`src/rtl/alu_wb_stage.sv`:
```
// rtl/alu_wb_stage.sv - ALU writeback stage: 2-entry result buffer with per-entry N/Z/C/V and committed flags
// Optional forwarding outputs when ALU_WB_FWD_EN is defined.
module alu_wb_stage #(
  parameter int DATA_W  = 32,
  parameter int RADDR_W = 5
) (
  input  logic               clk,
  input  logic               rst_n,
  input  logic               in_valid,
  output logic               in_ready,
  input  logic [DATA_W-1:0]  in_result,
  input  logic               in_carry,
  input  logic               in_a_msb,
  input  logic               in_b_msb,
  input  logic [2:0]         in_op,
  input  logic [RADDR_W-1:0] in_rd,
  input  logic               in_wen,
  output logic               out_valid,
  input  logic               out_ready,
  output logic               out_we,
  output logic [RADDR_W-1:0] out_rd,
  output logic [DATA_W-1:0]  out_data,
`ifdef ALU_WB_FWD_EN
  output logic               fwd_valid,
  output logic [RADDR_W-1:0] fwd_rd,
  output logic [DATA_W-1:0]  fwd_data,
`endif
  output logic [3:0]         flags
);

  logic [1:0]         count;
  logic               wr_ptr, rd_ptr;
  logic               rdy_en;
  logic [DATA_W-1:0]  mem_data [2];
  logic [RADDR_W-1:0] mem_rd   [2];
  logic               mem_we   [2];
  logic [3:0]         mem_flg  [2];

  logic               push, pop;
  logic               res_msb;
  logic               flg_c, flg_v;
  logic [3:0]         new_flg;

  // rdy_en keeps in_ready low through reset and rises on the first edge after release
  assign in_ready  = rdy_en && (count != 2'd2);
  assign out_valid = (count != 2'd0);
  assign push      = in_valid && in_ready;
  assign pop       = out_valid && out_ready;

  assign out_we   = out_valid ? mem_we[rd_ptr]   : 1'b0;
  assign out_rd   = out_valid ? mem_rd[rd_ptr]   : '0;
  assign out_data = out_valid ? mem_data[rd_ptr] : '0;

  always_comb begin
    res_msb = in_result[DATA_W-1];
    flg_c   = 1'b0;
    flg_v   = 1'b0;
    case (in_op)
      3'b000: begin
        flg_c = in_carry;
        flg_v = (in_a_msb == in_b_msb) && (res_msb != in_a_msb);
      end
      3'b001: begin
        flg_c = in_carry;
        flg_v = (in_a_msb != in_b_msb) && (res_msb != in_a_msb);
      end
      default: begin
        flg_c = 1'b0;
        flg_v = 1'b0;
      end
    endcase
    new_flg = {res_msb, (in_result == '0), flg_c, flg_v};
  end

  always_ff @(posedge clk or negedge rst_n) begin
    if (!rst_n) begin
      count  <= 2'd0;
      wr_ptr <= 1'b0;
      rd_ptr <= 1'b0;
      rdy_en <= 1'b0;
      flags  <= 4'b0000;
      for (int i = 0; i < 2; i++) begin
        mem_data[i] <= '0;
        mem_rd[i]   <= '0;
        mem_we[i]   <= 1'b0;
        mem_flg[i]  <= 4'b0000;
      end
    end else begin
      rdy_en <= 1'b1;
      if (push) begin
        mem_data[wr_ptr] <= in_result;
        mem_rd[wr_ptr]   <= in_rd;
        mem_we[wr_ptr]   <= in_wen && (in_rd != '0);
        mem_flg[wr_ptr]  <= new_flg;
        wr_ptr           <= ~wr_ptr;
      end
      if (pop) begin
        flags  <= mem_flg[rd_ptr];
        rd_ptr <= ~rd_ptr;
      end
      case ({push, pop})
        2'b10:   count <= count + 2'd1;
        2'b01:   count <= count - 2'd1;
        default: count <= count;
      endcase
    end
  end

`ifdef ALU_WB_FWD_EN
  // Youngest entry sits just behind the write pointer
  assign fwd_valid = out_valid && mem_we[~wr_ptr];
  assign fwd_rd    = fwd_valid ? mem_rd[~wr_ptr]   : '0;
  assign fwd_data  = fwd_valid ? mem_data[~wr_ptr] : '0;
`endif

endmodule

```
`config.mk`:
```
export PLATFORM = sky130hd
export DESIGN_NAME = alu_wb_stage
export DESIGN_NICKNAME = d
export VERILOG_FILES = /design/src/rtl/alu_wb_stage.sv
export SDC_FILE = /design/constraint.sdc
export NUM_CORES = 1
export LEC_CHECK = 0
export CORE_MARGIN = 3
export CORE_UTILIZATION = 39
export DETAILED_ROUTE_END_ITERATION = 7
export REMOVE_ABC_BUFFERS = 1
export SYNTH_ARGS = -nofsm -noshare
export SYNTH_HDL_FRONTEND = slang
export SYNTH_SLANG_ARGS = --single-unit
```
`constraint.sdc`:
```
create_clock -name clk -period 1.95 [get_ports clk]
set_clock_uncertainty 0.1 [all_clocks]
set_input_delay 0.2925 -clock clk [delete_from_list [all_inputs] [get_ports clk]]
set_output_delay 0.2925 -clock clk [all_outputs]
set_load 0.02 [all_outputs]
```
==> flow_summary.ini, run 1 <==
[synthesis]
synth_ff_type = sky130_fd_sc_hd__dfrtp_1
synth_top_cell_area_share = 0.507
ys.warnings.count = 0
synthDistinctLibCells = 28
synth_top_cell_by_area = sky130_fd_sc_hd__dfrtp_1
postSynthCellCount = 322
async_reset_ff_frac = 1.00
synth_seq_area_share = 0.507
synth_area_mm2 = 0.00450
syn_avg_cell_area_um2 = 14.0
synth_edf_count = 0
netlist_top_cells_area = sky130_fd_sc_hd__dfrtp_1 (51%), sky130_fd_sc_hd__mux2_4 (25%), sky130_fd_sc_hd__mux2i_1 (9.8%), sky130_fd_sc_hd__nor2_1 (3.4%), sky130_fd_sc_hd__buf_6 (2.3%)
synth-seq-cells = 91

[global_route]
grt_pass1_wl_um = 17700
grt_pass1_vias = 3330
grt_antenna_before_repair = 0
globalRouteTotalUtil = 0.175
globalRouteOverflowTotal = 0
grt_start_max_net_pins = 45

[finish]
multi_input_area_mm2 = 0.00209
layoutNonFillerInstCount = 609
final_net_count = 513
final-seq-area_mm2 = 0.00228
layout.filler_cells = 917
diodes = 0
syn_to_final_growth_pct = 42.2
final_layout_size_suffix_gt1_frac = 0.426
most_common_cell_after_layout_fill_and_taps_aside = sky130_fd_sc_hd__dfrtp_1
layout.cells.most_common_list = sky130_fd_sc_hd__dfrtp_1 (89), sky130_fd_sc_hd__mux2_4 (74), sky130_fd_sc_hd__clkdlybuf4s50_1 (50)

[worst_setup_path]
critical_path_peak_fanout = 17
worst_ep_arrival_time_ns = 2.15
rr_startpoint = count[1]
critical_path.startpoint_type = flip-flop
crit_required_ns = 2.07
cp-end-kind = flip-flop
setup.worst_path.class = reg -> reg
reg2reg_depth = 6
crit-reg2reg-capture = mem_data[45]
timing.reg2reg.setup_slack_ns = -0.08

[placement]
placed_cells_incl_taps = 563
dp_wirelength_um = 7130
dp_worst_setup_slack_ns = -0.352
port-buffer-count = 91
globalplace.congestion = 0.773

[route]
detail_route.wirelength_um = 10900
detail_route.wl_per_cell_um = 17.9
routed-via-count = 2978
detailedRoute.firstPassIterationCount = 4
drt_iter0_drc = 110
drc = 0
drtAntennaViolNets = 0
vias_per_cell = 4.89

[timing]
setup-violations-final = 80
achievable-frequency_mhz = 492
slew-limit-headroom = 0.610
slew_viol_final = 0
timing.hold.ws_ns = 0.384
post-route-worst-setup-slack_ns = -0.0805
final-hold-violation-count = 0
worst-slew-pin-transition_ns = 0.585
rsz0062_at_grt = true
share_of_the_clock_period_used_by_the_worst_path_after_layout = 1.04
final.min_clock_period_ns = 2.03

[clock_network]
number_of_clock_sinks = 91
cts_tree = built
worst_skew_pair.late_latency_ns = 0.33
ctsLongestPathBuffers = 2
root_buffer = sky130_fd_sc_hd__clkbuf_16
cts-htree-levels = 3
clk_slew_on_worst_s_h_paths_ns = 0.06
cts_buffers = 9

[job]
maxCapViolCount = 0

[die]
initial_cell_density_of_the_core = 0.408
die_h_um = 113
row_count = 38
design.die.area_mm2 = 0.0129
floorplan.die.width_um = 113
ios = 92
placeableCoreArea_mm2 = 0.0110

[worst_hold_path]
timing.hold.worst_endpoint = flags[3]
hold_path_depth = 2
worstHoldStart = flags[3]
min-delay-path-class = reg -> reg

[power]
cellPowerDensity_mw_per_mm2 = 1820
power.leakage_nw = 3.20
vdd_drop_max_uv = 881

[status]
violated_checks = negative setup slack
run_status = finished, violations left
## state kept, by name, summed over array words and instances, names as in the netlist
register and cells:
count 2, flags 4, mem_data 62, mem_flg 8, mem_rd 10, mem_we 2
rd_ptr 1, rdy_en 1, wr_ptr 1
## cells in the mapped netlist (4+ instances only)
cell type,number
sky130_fd_sc_hd__dfrtp_1,91
sky130_fd_sc_hd__inv_1,7
sky130_fd_sc_hd__mux2_4,74
sky130_fd_sc_hd__nor4_1,8
sky130_fd_sc_hd__nand2_1,4
sky130_fd_sc_hd__mux2i_1,44
sky130_fd_sc_hd__clkbuf_1,4
sky130_fd_sc_hd__buf_2,4
sky130_fd_sc_hd__buf_6,9
sky130_fd_sc_hd__nor2_1,41
sky130_fd_sc_hd__o21ai_0,5
sky130_fd_sc_hd__xnor2_1,4
sky130_fd_sc_hd__o41ai_1,4
## how the worst max path moves through the flow
stage                         from           end  slack [ns]
after floorplan           count[0]     mem_rd[5]       -0.80
after global placement    in_valid     mem_rd[8]       -0.34
after detailed placement  in_valid     mem_rd[8]       -0.35
after CTS                 count[1]   mem_data[9]       -0.10
after global routing      count[1]    mem_flg[3]       -0.11
final                     count[1]  mem_data[45]       -0.08
## layer usage
layer	share of wire	GRT usage	wire length [um]	vias up
li1	-	-	-	1415
met1	0.50	0.253	5460	1480
met2	0.45	0.271	4870	77
met3	0.043	0.0353	474	6
met4	0.0085	0.0409	93	0
met5	0	0	0	-
## cells by family (layout without fill, tap and decap cells)
| family | count (synthesis) | after routing | share of synthesized area |
|---|---|---|---|
| compound gates | 14 | 14 | 0.0250 |
| xor+xnor | 6 | 6 | 0.0117 |
| fa+ha+maj | 1 | 1 | 0.00278 |
| buf+inv | 26 | 173 | 0.0379 |
| flops | 91 | 91 | 0.507 |
| mux | 120 | 120 | 0.350 |
| other cells | 1 | 1 | 0.000834 |
| simple gates | 63 | 63 | 0.0651 |
## final cells by class
class,count,area share
clock inverter,6,0.0176
inverter,7,0.00411
timing repair buffer,150,0.231
sequential,91,0.356
clock buffer,10,0.0374
tap,140,0.0274
multi-input combinational,205,0.326
## worst max-delay path, stage by stage, from the launching register on
cell and delay, ns:
sky130_fd_sc_hd__dfrtp_2 0.44, sky130_fd_sc_hd__buf_6 0.12, sky130_fd_sc_hd__nor2b_4 0.12, sky130_fd_sc_hd__buf_4 0.12, sky130_fd_sc_hd__or4_4 0.49, sky130_fd_sc_hd__buf_12 0.20
sky130_fd_sc_hd__mux2_4 0.31
## where the power goes
| part | switching, mW | internal (mW) |
|---|---|---|
| Combinational | 2.73 | 3.50 |
| Clock | 0.736 | 1.29 |
| Sequential | 0.574 | 2.80 |
| Total | 4.04 | 7.59 |
## stage by stage
| step | setup TNS, ns | utilization | power [mW] | area (um2) |
|---|---|---|---|---|
| after floorplan | -48.04 | - | 6.80 | 4350 |
| after global placement | -24.92 | 0.522 | 9.15 | 5760 |
| after detailed placement | -25.09 | 0.522 | 9.25 | 5760 |
| after CTS | -5.53 | 0.561 | 11.2 | 6190 |
| after global routing | -7.37 | 0.580 | 12.3 | 6390 |
| final | -4.82 | 0.580 | 11.6 | 6390 |
## timing repair
action / CTS / global route
hold buffers: 1 / 0
setup buffers: 15 / 12
endpoints found under the setup margin: 81 / 115
gates cloned: 1 / 3
resized for setup: 139 / 58
pin swaps: 3 / 9
endpoints found under the hold margin: 40 / 0
No activity file was read; power rests on OpenSTA's default activity.
==> run 2, diff against run 1 <==
--- a/config.mk
+++ b/config.mk
@@ -8,7 +8,9 @@
 export CORE_MARGIN = 3
 export CORE_UTILIZATION = 39
 export DETAILED_ROUTE_END_ITERATION = 7
+export PLACE_DENSITY = 0.69
 export REMOVE_ABC_BUFFERS = 1
+export SLEW_MARGIN = 20
 export SYNTH_ARGS = -nofsm -noshare
 export SYNTH_HDL_FRONTEND = slang
 export SYNTH_SLANG_ARGS = --single-unit
==> flow_summary.ini, run 2 (synthesis results as in run 1) <==
[status]
run_status = finished, violations left
violated_checks = negative setup slack

[clock_network]
root_buffer = sky130_fd_sc_hd__clkbuf_16
clk_slew_on_worst_s_h_paths_ns = 0.06
ctsLongestPathBuffers = 2
worst_skew_pair.late_latency_ns = 0.33
number_of_clock_sinks = 91
cts-htree-levels = 3
cts_tree = built
cts_buffers = 9

[die]
die_h_um = 113
design.die.area_mm2 = 0.0129
initial_cell_density_of_the_core = 0.408
placeableCoreArea_mm2 = 0.0110
ios = 92
floorplan.die.width_um = 113
row_count = 38

[power]
power_switching_mw = 4.42
p_sw_frac = 0.360
power_mw = 12.3
comb_power_share = 0.577
cell_internal_pwr_mw = 7.86
vdd_drop_max_uv = 935
p_clk_frac = 0.150
cellPowerDensity_mw_per_mm2 = 1900
power.leakage_nw = 3.14
share_seq_of_total_power = 0.274

[route]
drt_iter0_drc = 99
drc = 0
vias_per_cell = 5.07
drtAntennaViolNets = 0
topRoutingLayerUsed = met4
wl_met2_um = 5340
routed-via-count = 2995
wl_met3_um = 448
met1_length_um = 5070
detail_route.wirelength_um = 11100
detailedRoute.firstPassIterationCount = 4
detail_route.wl_per_cell_um = 18.7

[finish]
syn_to_final_growth_pct = 44.1
final_layout_size_suffix_gt1_frac = 0.475
registers.top_by_ff_count = mem_data
layout.filler_cells = 914
most_common_cell_after_layout_fill_and_taps_aside = sky130_fd_sc_hd__dfrtp_1
top_regs = mem_data (62), mem_rd (10), mem_flg (8)
diodes = 0
layoutNonFillerInstCount = 591
layout.cells.most_common_list = sky130_fd_sc_hd__dfrtp_1 (90), sky130_fd_sc_hd__mux2_4 (74), sky130_fd_sc_hd__clkdlybuf4s50_1 (50)
final_net_count = 497
largest_register_ff_count = 62

[worst_setup_path]
critical_path.startpoint_type = flip-flop
setup.worst_path.class = reg -> out
timing.reg2reg.setup_slack_ns = -0.01
cp-end-kind = output port
critical_path_peak_fanout = 6
crit_required_ns = 1.56
worst_ep_arrival_time_ns = 1.57

[timing]
slew_viol_final = 0
setup-violations-final = 15
final.min_clock_period_ns = 1.96
final-hold-violation-count = 0
share_of_the_clock_period_used_by_the_worst_path_after_layout = 1.01
rsz0062_at_grt = true
post-route-worst-setup-slack_ns = -0.0100
achievable-frequency_mhz = 510
finalSetupTns_ns = -0.0771

[placement]
placed_cells_incl_taps = 556
dp_wirelength_um = 7020
port-buffer-count = 91
globalplace.congestion = 0.776

[global_route]
globalRouteOverflowTotal = 0
globalRouteTotalUtil = 0.170
grt_antenna_before_repair = 0
grt_start_max_net_pins = 42
grt_pass1_vias = 3170
grt_pass1_wl_um = 17100

[worst_hold_path]
min-delay-path-class = in -> async

[job]
maxCapViolCount = 0
==> run 2: cell types whose count changed in the layout (fill, tap and decap cells not counted), moves of 5 or more <==
cell	delta
sky130_fd_sc_hd__nor2_1	-29
sky130_fd_sc_hd__buf_4	-25
sky130_fd_sc_hd__buf_6	+21
sky130_fd_sc_hd__nor2_4	+19
sky130_fd_sc_hd__nor2_2	+10
sky130_fd_sc_hd__buf_2	-9
sky130_fd_sc_hd__buf_12	-5
==> run 2: area by class of cell <==
type | instances | area (um2) | area share
multi-input combinational | 205 | 2250 | 0.347
sequential | 91 | 2280 | 0.352
timing repair buffer | 134 | 1440 | 0.222
clock buffer | 11 | 243 | 0.0375
inverter | 7 | 26.3 | 0.00406
tap | 140 | 175 | 0.0270
clock inverter | 3 | 65.1 | 0.0100
==> run 2: repair_timing <==
| item | in CTS | in global routing |
|---|---|---|
| setup endpoints to repair | 40 | 91 |
| hold buffers | 1 | 0 |
| pin swaps | 1 | 20 |
| cloned | 2 | 4 |
| resized for setup | 169 | 121 |
| setup buffers | 9 | 10 |
| hold endpoints to repair | 28 | 0 |
==> run 2: power groups by stage <==
stage | clock network (mW) | registers, mW | logic [mW]
after floorplan | 0 | 3.37 | 3.43
after global placement | 0 | 3.30 | 5.70
after detailed placement | 0 | 3.33 | 5.80
after CTS | 1.86 | 3.34 | 5.76
after global routing | 1.95 | 3.48 | 7.51
final | 1.84 | 3.36 | 7.08
==> run 2: path summary, 6_finish.rpt <==
check	from	to	cells past startpoint
max	count[1]	out_rd[2]	7
min	rst_n	flags[3]	2
max reg2reg	count[1]	mem_data[18]	4
min reg2reg	flags[0]	flags[0]	2
max in group asynchronous	rst_n	mem_flg[7]	3
min in group clk	flags[0]	flags[0]	2
==> run 2: metal layers <==
metal / track usage / up-vias
met5: 0 / -
met4: 0.0625 / 0
met3: 0.0278 / 15
met2: 0.267 / 74
met1: 0.237 / 1516
li1: - / 1390
==> run 2: per-stage QoR <==
stage	instance area [um2]	util	hold WS [ns]	setup slack [ns]
detailed placement	5660	0.513	0.160	-0.318
CTS	6010	0.545	0.354	-0.113
floorplan	4350	-	-0.103	-0.803
global route	6480	0.587	0.387	-0.0850
finish	6480	0.587	0.341	-0.0100
global placement	5660	0.513	0.147	-0.324
==> run 2: critical path, stage by stage (launching register included) <==
cell                        delay, ns
sky130_fd_sc_hd__dfrtp_1         0.39
sky130_fd_sc_hd__buf_6           0.13
sky130_fd_sc_hd__nor2_4          0.12
sky130_fd_sc_hd__buf_6           0.13
sky130_fd_sc_hd__buf_8           0.11
sky130_fd_sc_hd__clkbuf_16       0.17
sky130_fd_sc_hd__nor2_2          0.05
sky130_fd_sc_hd__buf_6           0.13
==> run 3, diff against run 2 <==
--- a/config.mk
+++ b/config.mk
@@ -9,6 +9,7 @@
 export CORE_UTILIZATION = 39
 export DETAILED_ROUTE_END_ITERATION = 7
 export PLACE_DENSITY = 0.69
+export RECOVER_POWER = 100
 export REMOVE_ABC_BUFFERS = 1
 export SLEW_MARGIN = 20
 export SYNTH_ARGS = -nofsm -noshare
==> flow_summary.ini, run 3 (synthesis results as in run 1) <==
[status]
violated_checks = negative setup slack
run_status = finished, violations left

[clock_network]
clk_slew_on_worst_s_h_paths_ns = 0.06
root_buffer = sky130_fd_sc_hd__clkbuf_16
cts_buffers = 9
number_of_clock_sinks = 91
worst_skew_pair.late_latency_ns = 0.34
cts-htree-levels = 3
cts_tree = built
ctsLongestPathBuffers = 2

[route]
detail_route.wirelength_um = 11100
vias_per_cell = 5.07
drc = 0
detail_route.wl_per_cell_um = 18.7
routed-via-count = 2998
drtAntennaViolNets = 0
detailedRoute.firstPassIterationCount = 4
drt_iter0_drc = 101

[timing]
rsz0062_at_grt = true
finalSetupTns_ns = -0.0705
share_of_the_clock_period_used_by_the_worst_path_after_layout = 1.01
final-hold-violation-count = 0
post-route-worst-setup-slack_ns = -0.0114
setup-violations-final = 10
final.min_clock_period_ns = 1.96
worst-slew-pin-transition_ns = 0.762
slew-limit-headroom = 0.492
achievable-frequency_mhz = 510
slew_viol_final = 0

[die]
design.die.area_mm2 = 0.0129
initial_cell_density_of_the_core = 0.408
row_count = 38
floorplan.die.width_um = 113
placeableCoreArea_mm2 = 0.0110
ios = 92
die_h_um = 113

[power]
vdd_drop_max_uv = 935
power.leakage_nw = 3.11
cellPowerDensity_mw_per_mm2 = 1910

[worst_hold_path]
hold_path_depth = 2
min-delay-path-class = reg -> reg

[global_route]
grt_pass1_wl_um = 17100
grt_antenna_before_repair = 0
groute.layer.met1.usage = 0.237
globalRouteTotalUtil = 0.170
grt.met2_usage = 0.267
globalRouteOverflowTotal = 0
met3_usage = 0.0278
grt_pass1_vias = 3170
grt_start_max_net_pins = 42
gr-max-usage-layer = met2

[worst_setup_path]
worst_ep_arrival_time_ns = 1.57
timing.critical_path.slowest_stage_cell = sky130_fd_sc_hd__dfrtp_1
timing.critical_path.mode_cell = sky130_fd_sc_hd__buf_6
setup.worst_path.class = reg -> out
crit_path_cell_trace = buf_6 -> nor2_4 -> buf_6 -> buf_8 -> clkbuf_16 -> nor2_2 -> buf_6
critical-path-max-stage-delay_ns = 0.39
reg2reg_depth = 4
critical_path.startpoint_type = flip-flop
critical_path_peak_fanout = 6
cp-end-kind = output port
crit_required_ns = 1.56

[finish]
top_regs = mem_data (62), mem_rd (10), mem_flg (8)
syn_to_final_growth_pct = 42.5
most_common_cell_after_layout_fill_and_taps_aside = sky130_fd_sc_hd__dfrtp_1
multi_input_area_mm2 = 0.00224
final-seq-area_mm2 = 0.00228
finalInstanceArea_mm2 = 0.00641
final_net_count = 497
final_layout_size_suffix_gt1_frac = 0.459
layout.filler_cells = 926
layout.cells.most_common_list = sky130_fd_sc_hd__dfrtp_1 (90), sky130_fd_sc_hd__mux2_4 (74), sky130_fd_sc_hd__clkdlybuf4s50_1 (46)
largest_register_ff_count = 62
registers.top_by_ff_count = mem_data
diodes = 0

[placement]
postPlaceCellArea_mm2 = 0.00566
dp_wirelength_um = 7020
port-buffer-count = 91
globalplace.congestion = 0.776

[job]
maxCapViolCount = 0
-- run 3: changes by cell type in the layout (fill, tap and decap cells not counted) --
cell / change
sky130_fd_sc_hd__o21ai_0: +1
sky130_fd_sc_hd__buf_6: +1
sky130_fd_sc_hd__or3_4: -1
sky130_fd_sc_hd__clkbuf_16: -1
sky130_fd_sc_hd__buf_4: -5
sky130_fd_sc_hd__or3_1: +1
sky130_fd_sc_hd__clkdlybuf4s50_1: -4
sky130_fd_sc_hd__clkbuf_1: +6
sky130_fd_sc_hd__dlygate4sd3_1: +4
sky130_fd_sc_hd__clkbuf_4: +2
sky130_fd_sc_hd__o21ai_1: -1
sky130_fd_sc_hd__buf_12: -1
sky130_fd_sc_hd__buf_8: -2
-- run 3: where the power goes --
part           internal [mW]  switching [mW]
Combinational           3.86            3.15
Sequential              2.80           0.563
Clock                   1.14           0.694
-- run 3: stage by stage --
stage	cells	setup slack, ns	power (mW)	util	hold WS (ns)
6_report	591	-0.0114	12.2	0.581	0.379
5_1_grt	591	-0.0850	12.9	0.581	0.408
4_1_cts	582	-0.113	11.0	0.545	0.354
3_5_place_dp	556	-0.318	9.14	0.513	0.160
3_3_place_gp	556	-0.324	9.01	0.513	0.147
2_1_floorplan	303	-0.803	6.80	-	-0.103
-- run 3: metal layers --
metal,share of wire,up-vias
li1,-,1389
met1,0.46,1523
met2,0.49,71
met3,0.038,15
met4,0.020,0
met5,0,-
-- run 3: final timing paths --
path / start / to / slack, ns
worst max register to register: count[1] / mem_data[18] / 0.01
min in group asynchronous: rst_n / mem_data[60] / 0.47
worst min-delay path: flags[0] / flags[0] / 0.38
max in group asynchronous: rst_n / rd_ptr / 0.24
worst max-delay path: count[1] / out_rd[2] / -0.01
worst min register to register: flags[0] / flags[0] / 0.38
-- run 3: layout make-up --
| type | instances | area share |
|---|---|---|
| Tap cell | 140 | 0.0273 |
| Multi-Input combinational cell | 205 | 0.350 |
| Timing Repair Buffer | 134 | 0.215 |
| Sequential cell | 91 | 0.356 |
| Clock buffer | 11 | 0.0379 |
| Inverter | 7 | 0.00410 |
| Clock inverter | 3 | 0.0102 |
-- run 3: repair_timing --
action | 4_1_cts | 5_1_grt
pin swaps | 1 | 20
setup endpoints to repair | 40 | 91
hold endpoints to repair | 28 | 0
resized for setup | 169 | 121
cloned | 2 | 4
buffers inserted | 9 | 10
hold buffers | 1 | 0
-- run 3: worst max-delay path, delay by kind of cell (launching register included) --
kind	cells	cell delay (ns)
buffers and inverters	5	0.67
flip-flops	1	0.39
AND/OR/NAND/NOR	2	0.17
